File: src/rtl/rtc_bus_responder.sv
// Multiplexed address/data bus responder for a BCD real-time calendar clock.
// Optional countdown timer (0x41-0x43, control run/expired, alarma) is built only with `define RTC_TIMER_EN.
module rtc_bus_responder #(
  parameter int TICK_DIV = 100000000
) (
  input  logic       clk,
  input  logic       reset,
  input  logic       cs,
  input  logic       a_d,
  input  logic       wr,
  input  logic       rd,
  input  logic [7:0] ad_in,
  output logic [7:0] ad_out,
  output logic       ad_oe,
  output logic       alarma
);

  localparam int PW = (TICK_DIV > 1) ? $clog2(TICK_DIV) : 1;

  function automatic logic [7:0] bcd_inc(input logic [7:0] v);
    bcd_inc = (v[3:0] >= 4'd9) ? {v[7:4] + 4'd1, 4'd0} : v + 8'd1;
  endfunction

  function automatic logic [7:0] days_in_month(input logic [7:0] m, input logic is_leap);
    case (m)
      8'h02:                      days_in_month = is_leap ? 8'h29 : 8'h28;
      8'h04, 8'h06, 8'h09, 8'h11: days_in_month = 8'h30;
      default:                    days_in_month = 8'h31;
    endcase
  endfunction

  // Two-deep sample pipeline: s1 is the newest sample, s2 the previous one.
  logic          cs_s1_reg, a_d_s1_reg, wr_s1_reg, rd_s1_reg;
  logic          cs_s2_reg, a_d_s2_reg, wr_s2_reg, rd_s2_reg;
  logic [7:0]    ad_s1_reg, ad_s2_reg;
  logic [7:0]    addr_reg, wr_data_reg;
  logic          wr_pend_reg;
  logic [PW-1:0] presc_reg;
  logic          tick_defer_reg;
  logic [7:0]    seg_reg, min_reg, hora_reg, dia_reg, mes_reg, anio_reg;
  logic [7:0]    seg_next, min_next, hora_next, dia_next, mes_next, anio_next;
  logic [7:0]    ad_out_reg;
  logic          ad_oe_reg;
  logic [7:0]    rd_mux;
  logic [7:0]    ctrl_val;
  logic [7:0]    dim;
  logic          leap_year;
  logic          c_min, c_hora, c_dia, c_mes, c_anio;
  logic          wr_rise, bus_ok, addr_strobe, data_strobe, read_cond;
  logic          tick_raw, tick_due, tick;

  always_ff @(posedge clk or posedge reset) begin
    if (reset) begin
      cs_s1_reg  <= 1'b1;
      a_d_s1_reg <= 1'b0;
      wr_s1_reg  <= 1'b1;
      rd_s1_reg  <= 1'b1;
      ad_s1_reg  <= 8'h00;
      cs_s2_reg  <= 1'b1;
      a_d_s2_reg <= 1'b0;
      wr_s2_reg  <= 1'b1;
      rd_s2_reg  <= 1'b1;
      ad_s2_reg  <= 8'h00;
    end else begin
      cs_s1_reg  <= cs;
      a_d_s1_reg <= a_d;
      wr_s1_reg  <= wr;
      rd_s1_reg  <= rd;
      ad_s1_reg  <= ad_in;
      cs_s2_reg  <= cs_s1_reg;
      a_d_s2_reg <= a_d_s1_reg;
      wr_s2_reg  <= wr_s1_reg;
      rd_s2_reg  <= rd_s1_reg;
      ad_s2_reg  <= ad_s1_reg;
    end
  end

  // A write strobe only counts if rd was idle in the low sample; rd+wr both low is a protocol error.
  assign wr_rise     = wr_s1_reg & ~wr_s2_reg;
  assign bus_ok      = ~cs_s2_reg & rd_s2_reg;
  assign addr_strobe = wr_rise & bus_ok & ~a_d_s2_reg;
  assign data_strobe = wr_rise & bus_ok & a_d_s2_reg;
  assign read_cond   = ~cs_s1_reg & a_d_s1_reg & ~rd_s1_reg & wr_s1_reg;

  always_ff @(posedge clk or posedge reset) begin
    if (reset) begin
      addr_reg    <= 8'h00;
      wr_data_reg <= 8'h00;
      wr_pend_reg <= 1'b0;
    end else begin
      wr_pend_reg <= data_strobe;
      if (addr_strobe) addr_reg <= ad_s2_reg;
      if (data_strobe) wr_data_reg <= ad_s2_reg;
    end
  end

  assign tick_raw = (presc_reg == PW'(TICK_DIV - 1));
  assign tick_due = tick_raw | tick_defer_reg;
  assign tick     = tick_due & ~wr_pend_reg;

  // A tick colliding with a register commit is postponed one cycle; the prescaler keeps running.
  always_ff @(posedge clk or posedge reset) begin
    if (reset) begin
      presc_reg      <= '0;
      tick_defer_reg <= 1'b0;
    end else begin
      presc_reg      <= tick_raw ? '0 : presc_reg + PW'(1);
      tick_defer_reg <= tick_due & wr_pend_reg;
    end
  end

  // BCD year divisible by 4: even tens need units 0/4/8, odd tens need units 2/6.
  assign leap_year = (anio_reg[1:0] == {anio_reg[4], 1'b0});

  always_comb begin
    dim       = days_in_month(mes_reg, leap_year);
    c_min     = (seg_reg >= 8'h59);
    c_hora    = c_min & (min_reg >= 8'h59);
    c_dia     = c_hora & (hora_reg >= 8'h23);
    c_mes     = c_dia & (dia_reg >= dim);
    c_anio    = c_mes & (mes_reg >= 8'h12);
    seg_next  = c_min ? 8'h00 : bcd_inc(seg_reg);
    min_next  = !c_min ? min_reg : (c_hora ? 8'h00 : bcd_inc(min_reg));
    hora_next = !c_hora ? hora_reg : (c_dia ? 8'h00 : bcd_inc(hora_reg));
    dia_next  = !c_dia ? dia_reg : (c_mes ? 8'h01 : bcd_inc(dia_reg));
    mes_next  = !c_mes ? mes_reg : (c_anio ? 8'h01 : bcd_inc(mes_reg));
    anio_next = !c_anio ? anio_reg : ((anio_reg >= 8'h99) ? 8'h00 : bcd_inc(anio_reg));
  end

  always_ff @(posedge clk or posedge reset) begin
    if (reset) begin
      seg_reg  <= 8'h00;
      min_reg  <= 8'h00;
      hora_reg <= 8'h00;
      dia_reg  <= 8'h01;
      mes_reg  <= 8'h01;
      anio_reg <= 8'h00;
    end else if (wr_pend_reg) begin
      case (addr_reg)
        8'h21:   seg_reg  <= wr_data_reg;
        8'h22:   min_reg  <= wr_data_reg;
        8'h23:   hora_reg <= wr_data_reg;
        8'h24:   dia_reg  <= wr_data_reg;
        8'h25:   mes_reg  <= wr_data_reg;
        8'h26:   anio_reg <= wr_data_reg;
        default: ;
      endcase
    end else if (tick) begin
      seg_reg  <= seg_next;
      min_reg  <= min_next;
      hora_reg <= hora_next;
      dia_reg  <= dia_next;
      mes_reg  <= mes_next;
      anio_reg <= anio_next;
    end
  end

`ifdef RTC_TIMER_EN
  function automatic logic [7:0] bcd_dec(input logic [7:0] v);
    bcd_dec = (v[3:0] == 4'd0) ? {v[7:4] - 4'd1, 4'd9} : v - 8'd1;
  endfunction

  logic [7:0] seg_t_reg, min_t_reg, hora_t_reg;
  logic [7:0] seg_t_next, min_t_next, hora_t_next;
  logic       run_reg, expired_reg;
  logic       b_min, b_hora, timer_zero;

  always_comb begin
    timer_zero  = ((seg_t_reg | min_t_reg | hora_t_reg) == 8'h00);
    b_min       = (seg_t_reg == 8'h00);
    b_hora      = b_min & (min_t_reg == 8'h00);
    seg_t_next  = b_min ? 8'h59 : bcd_dec(seg_t_reg);
    min_t_next  = !b_min ? min_t_reg : ((min_t_reg == 8'h00) ? 8'h59 : bcd_dec(min_t_reg));
    hora_t_next = !b_hora ? hora_t_reg : ((hora_t_reg == 8'h00) ? 8'h23 : bcd_dec(hora_t_reg));
  end

  always_ff @(posedge clk or posedge reset) begin
    if (reset) begin
      seg_t_reg   <= 8'h00;
      min_t_reg   <= 8'h00;
      hora_t_reg  <= 8'h00;
      run_reg     <= 1'b0;
      expired_reg <= 1'b0;
    end else if (wr_pend_reg) begin
      case (addr_reg)
        8'h00: begin
          expired_reg <= 1'b0;
          run_reg     <= wr_data_reg[3];
        end
        8'h41:   seg_t_reg  <= wr_data_reg;
        8'h42:   min_t_reg  <= wr_data_reg;
        8'h43:   hora_t_reg <= wr_data_reg;
        default: ;
      endcase
    end else if (tick && run_reg) begin
      if (timer_zero) begin
        expired_reg <= 1'b1;
        run_reg     <= 1'b0;
      end else begin
        seg_t_reg  <= seg_t_next;
        min_t_reg  <= min_t_next;
        hora_t_reg <= hora_t_next;
      end
    end
  end

  assign ctrl_val = {4'b0000, run_reg, 2'b00, expired_reg};
  assign alarma   = ~expired_reg;
`else
  assign ctrl_val = 8'h00;
  assign alarma   = 1'b1;
`endif

  always_comb begin
    rd_mux = 8'h00;
    case (addr_reg)
      8'h00: rd_mux = ctrl_val;
      8'h21: rd_mux = seg_reg;
      8'h22: rd_mux = min_reg;
      8'h23: rd_mux = hora_reg;
      8'h24: rd_mux = dia_reg;
      8'h25: rd_mux = mes_reg;
      8'h26: rd_mux = anio_reg;
`ifdef RTC_TIMER_EN
      8'h41: rd_mux = seg_t_reg;
      8'h42: rd_mux = min_t_reg;
      8'h43: rd_mux = hora_t_reg;
`endif
      default: rd_mux = 8'h00;
    endcase
  end

  // Snapshot once at the start of a read so ad_out stays stable for the whole access.
  always_ff @(posedge clk or posedge reset) begin
    if (reset) begin
      ad_out_reg <= 8'h00;
      ad_oe_reg  <= 1'b0;
    end else if (!read_cond) begin
      ad_oe_reg <= 1'b0;
    end else if (!ad_oe_reg) begin
      ad_oe_reg  <= 1'b1;
      ad_out_reg <= rd_mux;
    end
  end

  assign ad_out = ad_out_reg;
  assign ad_oe  = ad_oe_reg;

endmodule

File: config.mk
export PLATFORM = sky130hd
export DESIGN_NAME = rtc_bus_responder
export DESIGN_NICKNAME = d
export VERILOG_FILES = /design/src/rtl/rtc_bus_responder.sv
export SDC_FILE = /design/constraint.sdc
export NUM_CORES = 1
export LEC_CHECK = 0
export ABC_AREA = 1
export BUFFER_PORTS_ARGS = -buffer_cell sky130_fd_sc_hd__buf_2
export CAP_MARGIN = 10
export CORE_AREA = 5 5 142 103
export CTS_CLUSTER_DIAMETER = 120
export DETAILED_ROUTE_END_ITERATION = 8
export DIE_AREA = 0 0 147 108
export GPL_TIMING_DRIVEN = 1
export PLACE_DENSITY = 0.84
export SLEW_MARGIN = 40
export SYNTH_ARGS = -nofsm -noshare
export SYNTH_HDL_FRONTEND = slang
export SYNTH_SLANG_ARGS = --single-unit
File: constraint.sdc
create_clock -name clk -period 4 [get_ports clk]
set_clock_uncertainty 0.1 [all_clocks]
set_input_delay 0.6 -clock clk [delete_from_list [all_inputs] [get_ports clk]]
set_output_delay 0.6 -clock clk [all_outputs]
set_load 0.03 [all_outputs]
==> results of run 1 <==
==> routing by layer <==
layer / up-vias / global-route usage / wire, um
met3: 48 / 0.0658 / 1970
li1: 3129 / - / -
met2: 348 / 0.359 / 7730
met5: - / 0 / 0
met1: 3011 / 0.348 / 8340
met4: 0 / 0.102 / 494
==> through the flow <==
stage	power, mW	cell area [sq um]
global placement	1.50	7610
CTS	3.12	8250
global route	3.21	8250
detailed placement	1.52	7640
finish	3.11	8250
floorplan	1.47	7340
==> worst register-to-register path, cell delays in order (launching register included) <==
cell and delay [ns]:
dfstp_2 0.56, inv_1 0.10, ha_1 0.25, o21ai_0 0.15, o21ai_0 0.10, a31oi_1 0.20
nand2_1 0.08, inv_1 0.06, ha_1 0.13, nand2_1 0.05, nor3_1 0.21, nand3_1 0.10
nand3_1 0.13, nand3_2 0.19, nand2_2 0.24, nand2_4 0.13, nand2_1 0.09, nand2_1 0.05
==> placed cells by master (no fill, tap or decap), drive strengths merged, types with 18 or more instances in the layout <==
cell type / count
nor2: 72
xor2: 37
ha: 36
nor3: 28
clkbuf: 18
nand3: 77
inv: 139
dfrtp: 118
buf: 25
a21oi: 20
o21ai: 70
nand2: 286
==> cell type report <==
cell class,count,area [sq um],share of cell area
multi-input cells,683,3590,0.436
flip-flops and latches,126,3160,0.384
inverters,133,508,0.0616
clock buffers,18,439,0.0533
well taps,166,208,0.0252
clock inverters,14,169,0.0205
repair buffers,25,165,0.0200
==> where the power goes <==
| group | switching [mW] | internal, mW | leakage (nW) |
|---|---|---|---|
| logic | 0.0952 | 0.0440 | 2.39 |
| registers | 0.0316 | 1.33 | 1.66 |
| clock network | 0.652 | 0.959 | 0.297 |
==> worst max path at each step <==
stage / endpoint / cells past startpoint / slack, ns
final: anio_reg[2]$_DFFE_PP0P_ / 17 / 0.97
after global routing: anio_reg[0]$_DFFE_PP0P_ / 17 / 0.68
after CTS: anio_reg[0]$_DFFE_PP0P_ / 17 / 1.01
after detailed placement: anio_reg[2]$_DFFE_PP0P_ / 17 / 1.03
after global placement: anio_reg[6]$_DFFE_PP0P_ / 17 / 1.15
after floorplan: anio_reg[4]$_DFFE_PP0P_ / 17 / 1.39
==> cell families (layout without fill, tap and decap cells) <==
logic type | Yosys count | count (layout) | share of synthesized area
AO/OA/AOI/OAI | 119 | 119 | 0.0911
flip-flops | 126 | 126 | 0.431
other | 1 | 1 | 0.000511
XOR/XNOR | 40 | 40 | 0.0478
adder cells (fa/ha/maj) | 36 | 36 | 0.0614
AND/OR/NAND/NOR | 487 | 487 | 0.289
buffers and inverters | 145 | 190 | 0.0787
==> results_dict.tcl, run 1 <==
set metrics [dict create \
    outcome "complete, no violations" \
    numClockSinks 126 \
    crit_path_end_kind "flop" \
    syn_avg_cell_area_sq_um 7.69 \
    async_reset_ff_frac 1.00 \
    num_rows 35 \
    post_cts_buffers 0 \
    max_freq_mhz 330 \
    place_congestion 0.978 \
    fin_nets 1036 \
    pwr_density_cell_nw_per_um2 377 \
    cp-start-kind "flop" \
    dp.cells 1133 \
    maxCapViolations 0 \
    finalSetupViolCount 0 \
    synthTopCellsByCount "nand2_1 (275), inv_1 (128), dfrtp_1 (118)" \
    postCtsHoldBufs 0 \
    initial_utilization 0.564 \
    drc 0 \
    wl_per_cell_um 15.9 \
    fin_cells 1165 \
    fin_crit_sh 0.758 \
    core_area_sq_um 13000 \
    rsz0062_at_grt "no" \
    synth_nets 1004 \
    tightestPinTransition_ns 0.803 \
    path_cells "inv_1, ha_1, o21ai_0, o21ai_0, a31oi_1, nand2_1, inv_1, ha_1, nand2_1, nor3_1, nand3_1, nand3_1, nand3_2, nand2_2, nand2_4, nand2_1, nand2_1" \
    grt-ovfl-total 0 \
    routed_wl_um 18500 \
    largest_register_ffs 27 \
    synthDistinctLibCells 45 \
    post_drt_via_cell_ratio 5.61 \
    ant_nets 0 \
    grt_use_total 0.246 \
    p_leak_nw 4.34 \
    dieArea_sq_um 15900 \
    cp.arrival_ns 3.23 \
    synth.most_common_cell "nand2_1" \
    die_w_um 147 \
    cp_max_fo 9 \
    post_cts_resized 0 \
    final_core_utilization 0.634 \
    area_delta_synth_final_pct 12.4 \
    clockBufferDepth 2 \
    port_buffers 22 \
    synth_seq_cells 126 \
    ys_seq_area_frac 0.431 \
    drive_gt1_frac 0.0981 \
    hp-class "in2async" \
    worst-path-buf-inv 2 \
    cts_tree "built" \
    clk_pin_slew_worst_paths_ns 0.06 \
    r2r-start "mes_reg[0]$_DFFE_PP1P_" \
    cp-startpoint "mes_reg[0]$_DFFE_PP1P_" \
    ys.flop_type "dfrtp_1" \
    dr.pass1.iters 5 \
    pin_count 24 \
    worst_slack_ns 0.970 \
    cp_top_family "simple AND/OR/NAND/NOR gates" \
    tns_ns 0 \
    grt_max_degree 88 \
    synth_edf_count 0 \
    crit_type "reg2reg" \
    antenna_found_initial 0 \
    period_needed_ns 3.03 \
    peakVddDrop_v 0.000384 \
    synth_area_leaders "dfrtp_1 (40%), nand2_1 (14%), inv_1 (6.6%)" \
    h-tree-depth 4 \
    clkLatencyLatePin_ns 0.42 \
    required_ns 4.20 \
    worst_hold_slack_ns 0.0899 \
    drt_iter0_markers 833 \
    antenna_cells 0 \
    critical-path-max-stage-delay_ns 0.56 \
    reg2reg_to "anio_reg[2]$_DFFE_PP0P_" \
    place.detailed.hpwl_um 12800 \
    synth_area_sq_um 7330 \
    die_h_um 108 \
    ys.warnings.count 0 \
    vias 6536 \
    synth.top_cell.area_share 0.403 \
    nFillCells 1043 \
    cp_common_cell "nand2_1" \
    crit_slowest_cell "dfstp_2" \
    reg2reg_depth 17 \
    grt_pass1_wl_um 31200 \
    first_global_vias 6216 \
    maxSlewHeadroom 0.461 \
    synth_cells 954 \
    clockRootBuffer "clkbuf_16" \
    finalMaxSlewViolations 0 \
    dp_slack_ns 1.03 \
    synth_area_leader_cell "dfrtp_1" \
    cts_buffers 17 \
    report.final.hold_viol_count 0 \
    rrSetupSlack_ns 0.97 \
]
No activity file was read; power rests on OpenSTA's default activity.
==> run 2: changes to the inputs <==
Settings changed: ABC_AREA 1 to 0, CORE_AREA 5 5 142 103 to 5 5 131 96, DIE_AREA 0 0 147 108 to 0 0 136 101, PLACE_DENSITY 0.84 to 0.87.
Clock period 4 ns to 3.1 ns, I/O delays scaled along.
==> run 2 against run 1 <==
Effect of this change: the run now ends with hold timing, setup timing left; routed wire length increased by 1.5%; non-clock buffer count grew 58; maximum frequency down 13%; setup slack worse by 1.3 ns; critical path depth is 3 lower; count of clock-buffer cells in the layout unchanged; hold slack got worse by 0.096 ns; power increased by 35%; synthesized cell count down 29%; critical path type unchanged.
==> results_dict.tcl, run 2 <==
set metrics [dict create \
    rsz0062_at_grt "yes" \
    multiInputGateArea_sq_um 3530 \
    antenna_cells 0 \
    pin_count 24 \
    synth_area_sq_um 6770 \
    ys.flop_type "dfrtp_1" \
    rrSetupSlack_ns -0.38 \
    core_area_sq_um 11300 \
    synth_cells 682 \
    vias 5899 \
    fin_crit_sh 1.12 \
    synth_area_leader_cell "dfrtp_1" \
    switching_share 0.274 \
    tightestPinTransition_ns 0.727 \
    crit_slowest_cell "or4_4" \
    synth_seq_cells 126 \
    finalSetupViolCount 23 \
    synth.top_cell.area_share 0.436 \
    dr.pass1.iters 7 \
    required_ns 3.31 \
    place.detailed.hpwl_um 12500 \
    initial_utilization 0.600 \
    hp-class "in2async" \
    synth_nets 732 \
    reg2reg_depth 14 \
    cp_max_fo 4 \
    critical-path-max-stage-delay_ns 0.58 \
    grt_max_degree 45 \
    max_freq_mhz 288 \
    first_global_vias 5883 \
    clockRootBuffer "clkbuf_16" \
    power_frac_comb 0.098 \
    path_cells "ha_4, inv_2, o32ai_4, nand2_1, nand2_1, o31ai_2, ha_1, nor4b_2, o221a_2, or4_4, nor4_4, buf_4, nand2_2, a32o_1" \
    grt-ovfl-total 0 \
    peakVddDrop_v 0.000440 \
    h-tree-depth 4 \
    drt_iter0_markers 707 \
    cts_tree "built" \
    worst_slack_ns -0.378 \
    synth.most_common_cell "dfrtp_1" \
    report.final.hold_viol_count 17 \
    pwr-share-seq 0.446 \
    layout_commonest_cell "dfrtp_1" \
    p_int_mw 3.04 \
    port_buffers 22 \
    clkPwrFrac 0.456 \
    cp_common_cell "nand2_1" \
    synth_edf_count 0 \
    clockBufferDepth 2 \
    die_h_um 101 \
    drive_gt1_frac 0.239 \
    cp-start-kind "flop" \
    period_needed_ns 3.48 \
    most-common-layout-cells "dfrtp_1 (118), nand2_1 (76), buf_4 (54), nor2_1 (53), o21ai_0 (40)" \
    grt_use_total 0.289 \
    grt_pass1_wl_um 30400 \
    routed_wl_um 18800 \
    pwr_density_cell_nw_per_um2 509 \
    synthDistinctLibCells 76 \
    syn_avg_cell_area_sq_um 9.92 \
    ys_seq_area_frac 0.467 \
    clkLatencyLatePin_ns 0.43 \
    place_congestion 0.985 \
    fin_nets 808 \
    worst-path-buf-inv 2 \
    numClockSinks 126 \
    p_leak_nw 3.66 \
    violations "hold timing, setup timing" \
    final_cell_area_sq_um 8240 \
    nFillCells 761 \
    wl_per_cell_um 20.3 \
    maxCapViolations 0 \
    num_rows 33 \
    cp.arrival_ns 3.68 \
    seqCellArea_sq_um 3160 \
    p_sw_mw 1.15 \
    ant_nets 0 \
    ys.warnings.count 0 \
    synth_area_leaders "dfrtp_1 (44%), ha_1 (6.7%), nand2_1 (4.3%)" \
    post_drt_via_cell_ratio 6.36 \
    antenna_found_initial 0 \
    area_delta_synth_final_pct 21.7 \
    largest_register_ffs 27 \
    cp_top_family "simple AND/OR/NAND/NOR gates" \
    drc 0 \
    dieArea_sq_um 13700 \
    outcome "finished, violations left" \
    die_w_um 136 \
    cts_buffers 17 \
    maxSlewHeadroom 0.514 \
    worst_hold_slack_ns -0.00625 \
    crit_path_end_kind "flop" \
    placed_area_sq_um 7410 \
    finalMaxSlewViolations 0 \
    synthTopCellsByCount "dfrtp_1 (118), nand2_1 (77), nor2_1 (56)" \
    clk_pin_slew_worst_paths_ns 0.06 \
    dp_slack_ns -0.532 \
    crit_type "reg2reg" \
    reg2reg_to "anio_reg[5]$_DFFE_PP0P_" \
    async_reset_ff_frac 1.00 \
    r2r-start "mes_reg[0]$_DFFE_PP1P_" \
]
==> run 2: cell types whose count changed after synthesis, moves of 15 or more <==
cell,change
inv_1,-87
a22oi_1,+16
nand3_1,-51
nand2_1,-198
nor3_1,-22
clkbuf_1,+15
xor2_1,-25
o21ai_0,-20
==> run 2: cells by family after synthesis <==
logic type,Yosys count,share of synthesized area
and+or+nand+nor,224,0.168
muxes,22,0.0348
buffers and inverters,69,0.0416
adders and majority gates,36,0.0666
DFF,126,0.467
xor gates and xnor gates,25,0.0324
AOI/OAI and AO/OA,179,0.189
other,1,0.000554
==> run 2: how the worst max path moves through the flow <==
stage / cells past startpoint / end / from / slack [ns]
floorplan: 15 / anio_reg[1]$_DFFE_PP0P_ / mes_reg[4]$_DFFE_PP0P_ / -0.32
global placement: 15 / anio_reg[5]$_DFFE_PP0P_ / mes_reg[4]$_DFFE_PP0P_ / -0.37
detailed placement: 15 / anio_reg[5]$_DFFE_PP0P_ / mes_reg[4]$_DFFE_PP0P_ / -0.53
CTS: 14 / anio_reg[5]$_DFFE_PP0P_ / mes_reg[0]$_DFFE_PP1P_ / -0.33
global route: 15 / anio_reg[5]$_DFFE_PP0P_ / mes_reg[5]$_DFFE_PP0P_ / -0.52
finish: 14 / anio_reg[5]$_DFFE_PP0P_ / mes_reg[0]$_DFFE_PP1P_ / -0.38
==> run 2: power groups by stage <==
stage,Combinational [mW],Sequential [mW],Clock (mW)
after CTS,0.403,1.87,1.91
final,0.411,1.87,1.91
after global routing,0.455,1.89,2.00
after global placement,0.370,1.88,0
after floorplan,0.255,1.89,0
after detailed placement,0.391,1.90,0
==> run 2: timing repair <==
| action | CTS | global route |
|---|---|---|
| gates resized for setup | 22 | 23 |
| endpoints found under the setup margin | 20 | 23 |
| endpoints found under the hold margin | 0 | 0 |
| hold buffers | 0 | 0 |
| pin swaps | 18 | 7 |
| buffers inserted | 7 | 2 |
==> run 2: through the flow <==
step | instances | utilization | TNS (ns) | power (mW)
finish | 928 | 0.731 | -5.37 | 4.20
global route | 928 | 0.731 | -8.46 | 4.34
CTS | 926 | 0.719 | -4.50 | 4.19
detailed placement | 887 | 0.657 | -6.85 | 2.29
global placement | 886 | 0.654 | -4.60 | 2.25
floorplan | 682 | - | -2.40 | 2.14
==> run 2: layer usage <==
layer,global-route usage,up-vias,share of wire
met4,0.159,0,0.048
li1,-,2603,-
met2,0.437,397,0.45
met5,0,-,0
met1,0.381,2807,0.39
met3,0.0753,92,0.11
==> run 2: cell type report <==
type | count | share of cell area
Clock buffer | 18 | 0.0533
Inverter | 43 | 0.0200
Clock inverter | 14 | 0.0158
Sequential cell | 126 | 0.384
Tap cell | 157 | 0.0238
Timing Repair Buffer | 83 | 0.0752
Multi-Input combinational cell | 487 | 0.428
==> run 3: changes to the inputs <==
Settings changed: CORE_AREA 5 5 131 96 to 5 5 173 125, DIE_AREA 0 0 136 101 to 0 0 178 130, PLACE_DENSITY 0.87 to 0.57.
==> run 3 against run 2 <==
Effect of this change: the flow finishes with violations (setup timing); count of clock-buffer cells in the layout is 2 higher; largest power group unchanged; clock power grew 3%; first-iteration DRC count decreased by 35%; combinational power fell by 4%; power increased by 1.3%; largest cell class unchanged; sequential share of layout area decreased by 0.49 points; non-clock buffer count grew 7; setup slack improved by 0.091 ns; register-to-register slack improved by 0.09 ns; hold slack improved by 0.045 ns; sequential cell count did not move.
==> results_dict.tcl, run 3 (synthesized netlist as in run 2, its figures left out) <==
set metrics [dict create \
    outcome "finished, violations left" \
    violations "setup timing" \
    die_h_um 130 \
    path_cells "ha_4, inv_2, o32ai_4, nand2_1, nand2_1, o31ai_2, ha_1, nor4b_2, o221a_2, or4_4, buf_6, o31ai_4, buf_6, o311ai_1, o21a_1" \
    critical-path-max-stage-delay_ns 0.57 \
    crit_type "reg2reg" \
    final_cell_area_sq_um 8350 \
    drc 0 \
    first_global_vias 5122 \
    grt_use_total 0.163 \
    cts_tree "built" \
    post_drt_via_cell_ratio 5.18 \
    fin_crit_sh 1.09 \
    core_area_sq_um 19600 \
    drive_gt1_frac 0.233 \
    grt_max_degree 62 \
    cts_buffers 17 \
    required_ns 3.31 \
    placed_area_sq_um 7580 \
    period_needed_ns 3.39 \
    peakVddDrop_v 0.000454 \
    crit_path_end_kind "flop" \
    cp.arrival_ns 3.60 \
    most-common-layout-cells "dfrtp_1 (118), nand2_1 (77), buf_4 (60), nor2_1 (55), o21ai_0 (41)" \
    port_buffers 22 \
    routed_wl_um 17900 \
    tightestPinTransition_ns 0.736 \
    vias 5432 \
    initial_utilization 0.345 \
    place.detailed.hpwl_um 13000 \
    crit_slowest_cell "dfstp_2" \
    clockBufferDepth 2 \
    place_congestion 0.869 \
    grt_pass1_wl_um 29100 \
    num_rows 43 \
    antenna_found_initial 0 \
    layout_commonest_cell "dfrtp_1" \
    finalMaxSlewViolations 0 \
    fin_nets 815 \
    hp-class "in2reg" \
    rsz0062_at_grt "yes" \
    report.final.hold_viol_count 0 \
    cp-start-kind "flop" \
    dieArea_sq_um 23100 \
    antenna_cells 0 \
    pin_count 24 \
    cp_max_fo 5 \
    final_core_utilization 0.425 \
    largest_register_ffs 27 \
    finalPower_mw 4.25 \
    worst-path-buf-inv 3 \
    h-tree-depth 4 \
    cp_top_family "compound AO/OA/AOI/OAI gates" \
    die_w_um 178 \
    dr.pass1.iters 5 \
    wl_per_cell_um 17.0 \
    worst_slack_ns -0.288 \
    max_freq_mhz 295 \
    area_delta_synth_final_pct 23.3 \
    clockRootBuffer "clkbuf_16" \
    grt-ovfl-total 0 \
    maxSlewHeadroom 0.504 \
    p_leak_nw 3.67 \
    dp_slack_ns -0.418 \
    numClockSinks 126 \
    ant_nets 0 \
    finalSetupViolCount 16 \
    drt_iter0_markers 460 \
    clkLatencyLatePin_ns 0.43 \
    pwr_density_cell_nw_per_um2 509 \
    clk_pin_slew_worst_paths_ns 0.06 \
    maxCapViolations 0 \
]
[run 3: area by class of cell]
cell class / instances / area, sq um
fillers: 1917 / 11300
well taps: 270 / 338
inverters: 43 / 165
clock buffers: 20 / 447
repair buffers: 90 / 652
flip-flops and latches: 126 / 3160
clock inverters: 12 / 136
multi-input cells: 487 / 3440
[run 3: routing by layer]
metal  part of all wire  global-route usage
met5                  0                   0
met4              0.012              0.0468
met3              0.073              0.0408
met2               0.39               0.209
met1               0.53               0.264
[run 3: worst reg2reg max path, cell delays in order, from the launching register on]
cell and delay, ns:
dfstp_2 0.57, ha_4 0.15, inv_2 0.04, o32ai_4 0.26
nand2_1 0.08, nand2_1 0.08, o31ai_2 0.07, ha_1 0.30
nor4b_2 0.05, o221a_2 0.23, or4_4 0.52, buf_6 0.16
o31ai_4 0.27, buf_6 0.17, o311ai_1 0.09, o21a_1 0.13
[run 3: power by group]
part           internal (mW)  total (mW)  leakage, nW  switching [mW]
clock                   1.21        1.97        0.277           0.766
combinational          0.154       0.395         1.77           0.241
sequential              1.75        1.88         1.62           0.127
[run 3: worst paths after layout]
path | start | to | slack (ns) | cells past startpoint
min | rd | rd_s1_reg$_DFF_PP1_ | 0.04 | 1
min reg2reg | ad_s1_reg[4]$_DFF_PP0_ | ad_s2_reg[4]$_DFF_PP0_ | 0.24 | 0
max reg2reg | mes_reg[0]$_DFFE_PP1P_ | mes_reg[5]$_DFFE_PP0P_ | -0.29 | 15
max | mes_reg[0]$_DFFE_PP1P_ | mes_reg[5]$_DFFE_PP0P_ | -0.29 | 15
min in group asynchronous | reset | ad_s2_reg[4]$_DFF_PP0_ | 0.55 | 3
max in group asynchronous | reset | rd_s1_reg$_DFF_PP1_ | 1.56 | 4
[run 3: through the flow]
stage,TNS (ns),std cells,hold WS (ns)
floorplan,-2.40,682,0.231
global placement,-4.41,1007,0.235
detailed placement,-5.12,1007,0.235
CTS,-2.76,1043,0.00873
global route,-6.75,1048,0.0173
finish,-3.02,1048,0.0383
[run 3: repair_timing]
action                                 in CTS  in global routing
hold buffers                                1                  0
setup endpoints to repair                  17                 23
cloned                                      1                  0
resized for setup                          17                 11
buffers inserted                            2                  5
endpoints found under the hold margin       8                  0
pin swaps                                   9                  5
